`src/rtl/btb_pkg.sv`:
```
// Shared types and constants for the branch target buffer.
// Latency: n/a (types, constants and a pure next-state function only).
// Backpressure: n/a.
package btb_pkg;

    // Entry fields are sized to the widest supported PC so the struct is
    // parameter-independent; narrower PCs are zero-extended on write.
    localparam int BTB_MAX_W = 64;

    localparam logic [1:0] BTB_SNT         = 2'b00;
    localparam logic [1:0] BTB_WNT         = 2'b01;
    localparam logic [1:0] BTB_ST          = 2'b10;
    localparam logic [1:0] BTB_WT          = 2'b11;
    localparam logic [1:0] BTB_ALLOC_STATE = BTB_ST;

    typedef struct packed {
        logic                 valid;
        logic [BTB_MAX_W-1:0] tag;
        logic [BTB_MAX_W-1:0] target;
        logic [1:0]           state;
    } btb_entry_t;

    // Direction state machine; state[1] is the current taken prediction.
    function automatic logic [1:0] btb_next_state(input logic [1:0] st, input logic taken);
        logic       mis;
        logic [1:0] nxt;
        mis = (st[1] != taken);
        case (st)
            BTB_SNT: nxt = mis ? BTB_WNT : BTB_SNT;
            BTB_WNT: nxt = mis ? BTB_ST  : BTB_SNT;
            BTB_ST:  nxt = mis ? BTB_WT  : BTB_ST;
            default: nxt = mis ? BTB_SNT : BTB_ST;
        endcase
        return nxt;
    endfunction

endpackage

```
`src/rtl/btb_entry_array.sv`:
```
// BTB storage: two combinational read ports (lookup, update RMW), one write port, flush-all.
// Latency: reads are combinational; writes land at the clock edge.
// Backpressure: none; flush takes priority over a write in the same cycle.
module btb_entry_array
    import btb_pkg::*;
#(
    parameter int ENTRIES = 16
) (
    input  logic                       clk,
    input  logic                       rst_n,
    input  logic                       flush,
    input  logic [$clog2(ENTRIES)-1:0] lkp_idx,
    output btb_entry_t                 lkp_entry,
    input  logic [$clog2(ENTRIES)-1:0] upd_idx,
    output btb_entry_t                 upd_entry,
    input  logic                       wr_en,
    input  btb_entry_t                 wr_entry
);

    btb_entry_t mem_q [ENTRIES];
    btb_entry_t mem_d [ENTRIES];

    assign lkp_entry = mem_q[lkp_idx];
    assign upd_entry = mem_q[upd_idx];

    // Next array contents: flush clears only valid bits; otherwise apply the write.
    always_comb begin
        mem_d = mem_q;
        if (flush) begin
            for (int i = 0; i < ENTRIES; i++) begin
                mem_d[i].valid = 1'b0;
            end
        end else if (wr_en) begin
            mem_d[upd_idx] = wr_entry;
        end
    end

    // Entry storage with asynchronous clear of every field.
    always_ff @(posedge clk or negedge rst_n) begin
        if (!rst_n) begin
            for (int i = 0; i < ENTRIES; i++) begin
                mem_q[i] <= '0;
            end
        end else begin
            mem_q <= mem_d;
        end
    end

endmodule

```
`src/rtl/branch_target_buffer.sv`:
```
// Direct-mapped BTB with 2-bit direction counters; optional BTB_BYPASS_EN forwards same-cycle updates to lookups.
// Latency: lookup in cycle N -> pred_* in N+1; update written at end of N, mispredict flag in N+1.
// Backpressure: none; accepts one lookup and one update every cycle.
module branch_target_buffer
    import btb_pkg::*;
#(
    parameter int ENTRIES  = 16,
    parameter int PC_WIDTH = 32
) (
    input  logic                clk,
    input  logic                rst_n,
    input  logic                flush,
    input  logic                lookup_valid,
    input  logic [PC_WIDTH-1:0] lookup_pc,
    output logic                pred_valid,
    output logic                pred_hit,
    output logic                pred_taken,
    output logic [PC_WIDTH-1:0] pred_target,
    input  logic                update_valid,
    input  logic [PC_WIDTH-1:0] update_pc,
    input  logic                update_taken,
    input  logic [PC_WIDTH-1:0] update_target,
    output logic                update_mispredict
);

    localparam int IDX_W = $clog2(ENTRIES);

    logic [IDX_W-1:0]     lkp_idx, upd_idx;
    logic [BTB_MAX_W-1:0] lkp_tag, upd_tag;
    btb_entry_t           lkp_rd, upd_rd, wr_entry, lkp_ent;
    logic                 wr_en, upd_hit, upd_mis, lkp_hit;

    logic                pred_valid_d, pred_valid_q;
    logic                pred_hit_d, pred_hit_q;
    logic                pred_taken_d, pred_taken_q;
    logic [PC_WIDTH-1:0] pred_target_d, pred_target_q;
    logic                mispredict_d, mispredict_q;

    // Word-aligned PCs: bits [1:0] never reach index or tag.
    assign lkp_idx = lookup_pc[IDX_W+1:2];
    assign upd_idx = update_pc[IDX_W+1:2];
    assign lkp_tag = BTB_MAX_W'(lookup_pc) >> (IDX_W + 2);
    assign upd_tag = BTB_MAX_W'(update_pc) >> (IDX_W + 2);

    btb_entry_array #(.ENTRIES(ENTRIES)) u_array (
        .clk       (clk),
        .rst_n     (rst_n),
        .flush     (flush),
        .lkp_idx   (lkp_idx),
        .lkp_entry (lkp_rd),
        .upd_idx   (upd_idx),
        .upd_entry (upd_rd),
        .wr_en     (wr_en),
        .wr_entry  (wr_entry)
    );

    // Update path: train on hit, allocate on taken miss, drop when flushed.
    always_comb begin
        upd_hit  = upd_rd.valid && (upd_rd.tag == upd_tag);
        upd_mis  = (upd_rd.state[1] != update_taken);
        wr_en    = update_valid && !flush && (upd_hit || update_taken);
        wr_entry = upd_rd;
        if (upd_hit) begin
            wr_entry.state = btb_next_state(upd_rd.state, update_taken);
            if (update_taken) begin
                wr_entry.target = BTB_MAX_W'(update_target);
            end
        end else begin
            wr_entry.valid  = 1'b1;
            wr_entry.tag    = upd_tag;
            wr_entry.target = BTB_MAX_W'(update_target);
            wr_entry.state  = BTB_ALLOC_STATE;
        end
        // A miss is treated as a not-taken prediction; a dropped update reports nothing.
        mispredict_d = update_valid && !flush && (upd_hit ? upd_mis : update_taken);
    end

    // Lookup path: tag compare on the (optionally forwarded) entry.
    always_comb begin
        lkp_ent = lkp_rd;
`ifdef BTB_BYPASS_EN
        if (wr_en && (upd_idx == lkp_idx)) begin
            lkp_ent = wr_entry;
        end
`endif
        lkp_hit       = lookup_valid && !flush && lkp_ent.valid && (lkp_ent.tag == lkp_tag);
        pred_valid_d  = lookup_valid;
        pred_hit_d    = lkp_hit;
        pred_taken_d  = lkp_hit && lkp_ent.state[1];
        pred_target_d = lkp_hit ? PC_WIDTH'(lkp_ent.target) : '0;
    end

    // Output registers; reset discards any in-flight response.
    always_ff @(posedge clk or negedge rst_n) begin
        if (!rst_n) begin
            pred_valid_q  <= 1'b0;
            pred_hit_q    <= 1'b0;
            pred_taken_q  <= 1'b0;
            pred_target_q <= '0;
            mispredict_q  <= 1'b0;
        end else begin
            pred_valid_q  <= pred_valid_d;
            pred_hit_q    <= pred_hit_d;
            pred_taken_q  <= pred_taken_d;
            pred_target_q <= pred_target_d;
            mispredict_q  <= mispredict_d;
        end
    end

    assign pred_valid        = pred_valid_q;
    assign pred_hit          = pred_hit_q;
    assign pred_taken        = pred_taken_q;
    assign pred_target       = pred_target_q;
    assign update_mispredict = mispredict_q;

endmodule

```
`config.mk`:
```
export PLATFORM = sky130hd
export DESIGN_NAME = branch_target_buffer
export DESIGN_NICKNAME = d
export VERILOG_FILES = /design/src/rtl/btb_pkg.sv /design/src/rtl/btb_entry_array.sv /design/src/rtl/branch_target_buffer.sv
export SDC_FILE = /design/constraint.sdc
export NUM_CORES = 2
export LEC_CHECK = 0
export BUFFER_PORTS_ARGS = -buffer_cell sky130_fd_sc_hd__buf_2
export CAP_MARGIN = 30
export CORE_MARGIN = 2
export CORE_UTILIZATION = 57
export DETAILED_ROUTE_END_ITERATION = 12
export PLACE_DENSITY = 0.76
export SYNTH_ARGS = -nofsm -noshare
export SYNTH_HDL_FRONTEND = slang
export SYNTH_SLANG_ARGS = --single-unit
```
`constraint.sdc`:
```
create_clock -name clk -period 3.31 [get_ports clk]
set_input_delay 0.662 -clock clk [delete_from_list [all_inputs] [get_ports clk]]
set_output_delay 0.662 -clock clk [all_outputs]
set_load 0.02 [all_outputs]
```
# Word-level counts from Yosys, hierarchy flattened
# Index checks and enable logic that the tools add are counted.
# totals
register_bits	2132
inputBits	102
out_inout_bits	36
# classes
n_lt_le_gt_ge	3
eq_ne	5
n_mux	36
bitwise	3
n_reduce_logical	14
# ops
cell	count
bitwise mux 2096 bit	1
2-to-1 mux 2096 bit	1
binary-select mux 131 bit (select 4 bit)	2
2-to-1 mux 131 bit	5
demux 131 bit (select 4 bit)	1
== test 64 x 26 -> 1 bit	2
2-to-1 mux 66 bit	1
2-to-1 mux 65 bit	1
2-to-1 mux 64 bit	1
2-to-1 mux 32 bit	1
2-to-1 mux 1 bit	19
>= comparator 5 bit, second input constant	2
inverter 4 -> 5 bit	2
logical AND 1 bit	9
one-hot mux 2 bit (3 select lines)	1
< comparator 5 x 1 -> 1 bit, second input constant	1
2-to-1 mux 2 bit	2
== test 2 x 1 -> 1 bit, second input constant	1
== test 2 bit, second input constant	1
logical NOT 2 bit	1
AND reduction 2 bit	1
nonzero test 2 bit	1
logical NOT 1 bit	1
logical OR 1 bit	1
other kinds (2)	2

# Logic depth before layout (Yosys ltp)
# depth
ltp_word	11
mapped_depth	17

# Hierarchy
# Synthesis repeated with hierarchy kept, for this count alone.
# unflattened
cells_unflattened	6747
area_unflattened_um2	112011.2
# modules_own_cells
mod	n_inst	cells_per_inst	area_each_um2	seq_area_each_um2
btb_entry_array	1	6424	109226.0	52450.3
branch_target_buffer	1	323	2785.2	900.9

# Worst setup path after synthesis
# OpenSTA, ideal clock, no wires.
# synth_timing
path_kind	input -> register
startpoint	input port lookup_pc[2]
endpoint	register pred_taken_q (netlist: pred_taken)
t_arrival_ps	4056
required_ps	3191
path_slack_ps	-865
stages	11
cell_sequence	buf_2 -> buf_2 -> buf_2 -> buf_2 -> clkbuf_1 -> clkbuf_1 -> clkbuf_1 -> buf_2 -> mux4_2 -> mux4_2 -> and2_1
# synth_via
elab_chain_len	7
word_cells_on_any_way	8
cone_classes	1 x eq/ne; 3 x mux; 1 x bitwise; 3 x reduce/logical
# synth_rtl
item	line	rtl
start: declaration	branch_target_buffer.sv:14	input logic [PC_WIDTH-1:0] lookup_pc,
inverter 4 -> 5 bit (not written as such) *	btb_entry_array.sv:23	assign lkp_entry = mem_q[lkp_idx];
binary-select mux 131 bit (select 4 bit) *	btb_entry_array.sv:23	
2-to-1 mux 131 bit (not written as such) * (2 in a row)	btb_entry_array.sv:23	
== test 64 x 26 -> 1 bit / logical AND 1 bit (equally long branches)	branch_target_buffer.sv:86	lkp_hit = lookup_valid && !flush && lkp_ent.valid && (lkp_ent.tag == lkp_tag);
logical AND 1 bit	branch_target_buffer.sv:86	
logical AND 1 bit *	branch_target_buffer.sv:89	pred_taken_d = lkp_hit && lkp_ent.state[1];
net pred_taken_d	branch_target_buffer.sv:35	logic pred_taken_d, pred_taken_q;
end signal: assignment	branch_target_buffer.sv:104	pred_taken_q <= pred_taken_d;
end: declaration	branch_target_buffer.sv:35	
# Mark *: on every way through the listed nets, which the timed path passes. The rest lies on a longest branch. The select of a mux whose other input is x is not followed.
# A chain may end at the register's enable or synchronous reset.

# Worst setup path in the final report
# layout_timing
startpoint	input port update_pc[2]
endpoint	register u_array.mem_q[87] (netlist name)
# layout_via
elab_chain_len	9
word_cells_on_any_way	16
cone_classes	2 x order compare; 1 x eq/ne; 7 x mux; 1 x bitwise; 5 x reduce/logical
# layout_rtl
item	line	rtl
start: declaration	branch_target_buffer.sv:20	input logic [PC_WIDTH-1:0] update_pc,
inverter 4 -> 5 bit (not written as such) *	btb_entry_array.sv:24, btb_entry_array.sv:34	
binary-select mux 131 bit (select 4 bit)	btb_entry_array.sv:24	assign upd_entry = mem_q[upd_idx];
2-to-1 mux 131 bit (not written as such) (2 in a row)	btb_entry_array.sv:24	
== test 64 x 26 -> 1 bit	branch_target_buffer.sv:59	upd_hit = upd_rd.valid && (upd_rd.tag == upd_tag);
logical AND 1 bit	branch_target_buffer.sv:59	
logical OR 1 bit	branch_target_buffer.sv:61	wr_en = update_valid && !flush && (upd_hit || update_taken);
logical AND 1 bit	branch_target_buffer.sv:61	
AND reduction 2 bit (no line)	n/a	
end signal: assignment	btb_entry_array.sv:45	mem_q <= mem_d;
end: declaration	btb_entry_array.sv:20	btb_entry_t mem_q [ENTRIES];
# Every way passes the cells marked *; elsewhere a longest branch is shown, timed or not. The select of a mux whose other input is x is not followed.

==> results_tabular.tex <==
\begin{tabular}{lr}
\hline
Metric & Value \\
\hline
\multicolumn{2}{l}{\textbf{Run status}} \\
Result of the run & finished with violations \\
Violations in the final reports & DRC, setup timing \\
\multicolumn{2}{l}{\textbf{Yosys}} \\
Most instantiated flip-flop cell in the synthesis netlist & dfrtp\_1 \\
Share of the synthesized area in the top cell type & 0.5100 \\
Largest cells by area after synthesis & dfrtp\_1, mux4\_2, mux2\_1 \\
Post-synthesis sequential element count & 1,620 \\
Instance count of the mapped netlist & 6,198 \\
Post-synth net total & 6,300 \\
Sequential element share of the synthesized area & 0.5100 \\
Async set-reset flop share out of synthesis & 1.000 \\
Number of distinct library cell variants in the gate-level netlist after synthesis & 82 \\
Cell taking the most area after synthesis & dfrtp\_1 \\
YS warnings & 0 \\
Mean cell area of the mapped netlist & 12.83 sq um \\
Cell Area, Synth & 0.07949 sq mm \\
Count of flip-flops with a built-in enable after synthesis & 0 \\
\multicolumn{2}{l}{\textbf{Cells and area}} \\
Filler cell count & 8,393 \\
Post-Layout Cell Count & 9,374 \\
Area Overhead vs Synth & 27.09\% \\
Fin nets & 7,453 \\
Ratio of cells with drive above 1 in the final layout & 0.3590 \\
\multicolumn{2}{l}{\textbf{Critical path}} \\
Top Family by Delay on Critical Path & buffers and inverters \\
Cell at the slowest stage of the critical path & o21ai\_0 \\
Critical R2R Launch & u\_array.mem\_q[1130] \\
Maximum fanout encountered on the critical timing path & 28 \\
Stage delay of the slowest cell on the critical path & 0.61 ns \\
Setup crit start & update\_pc[2] \\
Crit path launch type & input port \\
Critical path buffers and inverters & 8 \\
Setup crit end kind & flop \\
Data arrival time of the critical path & 4.75 ns \\
Worst Path Required & 4.00 ns \\
CP Cell Sequence & buf\_8 > buf\_4 > buf\_12 > mux4\_2 > o21ai\_0 > a2bb2oi\_1 > or4\_4 > nor4\_4 > buf\_12 > buf\_12 > buf\_12 > buf\_4 > o21ai\_4 > buf\_12 > mux2\_1 \\
Most Frequent Cell on Critical Path & buf\_12 \\
Type of the worst setup path & in2reg \\
\multicolumn{2}{l}{\textbf{Clock network}} \\
CTS tree & yes \\
Insertion delay of the later-clocked pin in the worst-skew pair & 0.83 ns \\
Clock H-tree levels & 4 \\
Number of clock buffers inserted by TritonCTS & 172 \\
Root buffer cell & clkbuf\_16 \\
Number of buffers on the longest clock path & 3 \\
Clock sink count & 1,620 \\
Clock slew seen by the registers of the worst setup and hold paths & 0.06 ns \\
\multicolumn{2}{l}{\textbf{Worst hold path}} \\
Worst min-delay path category & in2reg \\
Launch instance of the worst min-delay path & update\_pc[8] \\
\multicolumn{2}{l}{\textbf{Placed design}} \\
Port bufs & 133 \\
Pre-CTS worst setup slack & -1.431 ns \\
Gpl congestion & 0.9699 \\
Total placed cells including tap cells & 8,954 \\
Post-detail-place hpwl & 179,200 microns \\
\multicolumn{2}{l}{\textbf{Die}} \\
Die Ht & 377.5 microns \\
Total Die Area & 0.1425 sq mm \\
Std-Cell Rows & 137 \\
Initial Utilization & 0.5718 \\
Placeable core area & 0.1390 sq mm \\
Boundary pin count & 138 \\
Die width & 377.5 microns \\
\multicolumn{2}{l}{\textbf{Run}} \\
Total of max-cap violations & 0 \\
\multicolumn{2}{l}{\textbf{Power}} \\
Cell-internal power & 37.07 mW \\
Sw Share & 0.2671 \\
Power spent charging and discharging nets & 13.51 mW \\
Pwr dens & 500.6 mW/mm\^{}2 \\
Static leakage & 48.93 nW \\
IR Drop Worst-Case VDD & 0.5041 mV \\
Clock share of power & 0.401 \\
Combinational power share & 0.157 \\
Sequential share of power & 0.442 \\
\multicolumn{2}{l}{\textbf{GRT}} \\
Overflow left after global routing & 0 \\
Initial antenna violation count & 14 \\
Largest net degree at the start of global routing & 132 \\
Via count of the first global-routing pass & 66,760 \\
Global-route wire length before repair & 422,500 microns \\
GRT Total Usage & 0.4018 \\
\multicolumn{2}{l}{\textbf{Timing}} \\
Worst Max-Slew Pin Slew & 1.117 ns \\
Setup slack of the critical path after layout & -0.7496 ns \\
RSZ-0062 raised after global routing & yes \\
Final clock period utilization by the worst path & 1.226 \\
Maximum achievable frequency & 246.3 MHz \\
Max-slew headroom & 0.2554 \\
Hold Violations, Final & 0 \\
Count of endpoints failing setup in the final report & 1,619 \\
Post-route clock skew & 0.04665 ns \\
Crit path time final & 4.060 ns \\
Final count of pins violating max slew & 0 \\
\multicolumn{2}{l}{\textbf{Drt}} \\
Final routed DRC violation total & 2 \\
Router iterations before antenna repair & 10 \\
Wire length reported by the detailed router & 289,200 microns \\
Starting DRT DRC Count & 8,710 \\
Via count & 64,250 \\
Antenna-violating nets left & 0 \\
Vias per std cell & 6.854 \\
Final routed wire length divided by cell count & 30.85 microns \\
\hline
\end{tabular}
timing repair:
item	4_1_cts	5_1_grt
cloned	25	17
endpoints found under the hold margin	47	0
setup endpoints to repair	1619	1619
hold buffers	2	0
resized for setup	185	147
pin swaps	38	45
setup buffers	43	19
power by group through the flow:
stage / combinational (mW) / sequential [mW] / clock (mW)
floorplan: 4.49 / 22.2 / 0
global placement: 7.09 / 22.4 / 0
detailed placement: 7.35 / 22.5 / 0
CTS: 7.59 / 22.2 / 20.3
global route: 8.35 / 22.4 / 21.2
finish: 7.94 / 22.3 / 20.3
worst paths after layout:
kind,endpoint,slack (ns),cells after the start
setup / recovery,u_array.mem_q[87],-0.75,15
hold / removal,u_array.mem_q[1902],0.17,2
setup reg to reg,u_array.mem_q[87],-0.72,14
hold reg to reg,u_array.mem_q[1308],0.47,1
max in group asynchronous,u_array.mem_q[1156],1.61,3
min in group asynchronous,pred_target[6],0.33,2
metrics by stage:
stage,instance area [sq um],TNS [ns],util,hold WS (ns),power [mW]
3_3_place_gp,92090,-2003.08,0.6624,0.4600,29.52
4_1_cts,100000,-815.18,0.7194,0.1335,50.11
5_1_grt,101000,-998.88,0.7267,0.1524,51.94
2_1_floorplan,80160,-615.30,-,0.3664,26.71
3_5_place_dp,92170,-2083.02,0.6630,0.4661,29.90
6_report,101000,-945.70,0.7268,0.1715,50.58
cells by family after synthesis:
group	after synthesis	share of synthesized area
buffers and inverters	1095	0.05646
AND/OR/NAND/NOR	1268	0.09231
multiplexers	1117	0.2334
XOR/XNOR	55	0.006060
AO/OA/AOI/OAI	1043	0.1018
flip-flops	1620	0.5100
cell usage in the layout, fill, tap and decap left out, types with 21 or more instances in the layout:
| cell type | n |
|---|---|
| clkinv_2 | 29 |
| mux2_2 | 83 |
| a21oi_1 | 204 |
| nor3_1 | 97 |
| mux2_4 | 65 |
| inv_1 | 549 |
| o21ai_0 | 36 |
| a22oi_1 | 55 |
| buf_16 | 23 |
| buf_4 | 1138 |
| a2bb2oi_2 | 47 |
| nand3_1 | 24 |
| a31oi_1 | 29 |
| clkbuf_8 | 44 |
| and2_4 | 21 |
| clkbuf_16 | 181 |
| clkbuf_1 | 30 |
| xnor2_1 | 39 |
| nand4_1 | 32 |
| nand2_1 | 44 |
| buf_12 | 170 |
| dfrtp_1 | 1619 |
| buf_6 | 30 |
| mux4_2 | 545 |
| nor2_1 | 173 |
| and2_1 | 623 |
| nor4_1 | 115 |
| mux2i_1 | 124 |
| a2bb2oi_1 | 338 |
| mux2_1 | 296 |
| a32o_1 | 126 |
| buf_2 | 125 |
worst reg2reg max path: cells and delay by family (launching register included):
family | cells | cell delay, ns
mux | 3 | 1.42
buf+inv | 6 | 0.93
simple gates | 3 | 0.88
flops | 1 | 0.41
xor+xnor | 1 | 0.19
compound gates | 1 | 0.07
layout make-up:
cell class | count | area (sq um) | share of cell area
multi-input cells | 3487 | 35920 | 0.3555
well taps | 1876 | 2347 | 0.02323
clock buffers | 246 | 5034 | 0.04982
clock inverters | 69 | 882.1 | 0.008731
flip-flops and latches | 1620 | 40540 | 0.4013
diodes | 6 | 15.01 | 0.0001486
repair buffers | 1517 | 14210 | 0.1407
inverters | 553 | 2079 | 0.02058
Yosys cell counts (37+ instances only):
| master | n |
|---|---|
| xnor2_1 | 42 |
| o21ai_0 | 37 |
| mux2_1 | 360 |
| a21oi_1 | 210 |
| nor4_1 | 121 |
| a31oi_1 | 44 |
| mux4_2 | 545 |
| buf_2 | 185 |
| mux2_2 | 84 |
| clkbuf_1 | 289 |
| a32o_1 | 127 |
| nand2_1 | 56 |
| mux2i_1 | 128 |
| nor2_1 | 179 |
| nor3_1 | 105 |
| a2bb2oi_1 | 385 |
| dfrtp_1 | 1620 |
| a22oi_1 | 57 |
| and2_1 | 644 |
| inv_1 | 550 |
per-layer routing:
| layer | share of wire | global-route usage | vias to the layer above | routed length, microns |
|---|---|---|---|---|
| met5 | 0.00030 | 0 | - | 86 |
| met4 | 0.094 | 0.3059 | 12 | 27080 |
| met3 | 0.12 | 0.1150 | 1678 | 35870 |
| met2 | 0.44 | 0.5979 | 5067 | 128200 |
| met1 | 0.34 | 0.5000 | 32370 | 97960 |
| li1 | - | - | 25120 | - |
state kept, by name, summed over array words and instances (netlist names):
name	flops
pred_taken	1
u_array.mem_q	1584
pred_hit	1
pred_valid	1
pred_target	32
update_mispredict	1
Power figures use the tool's default switching activity.
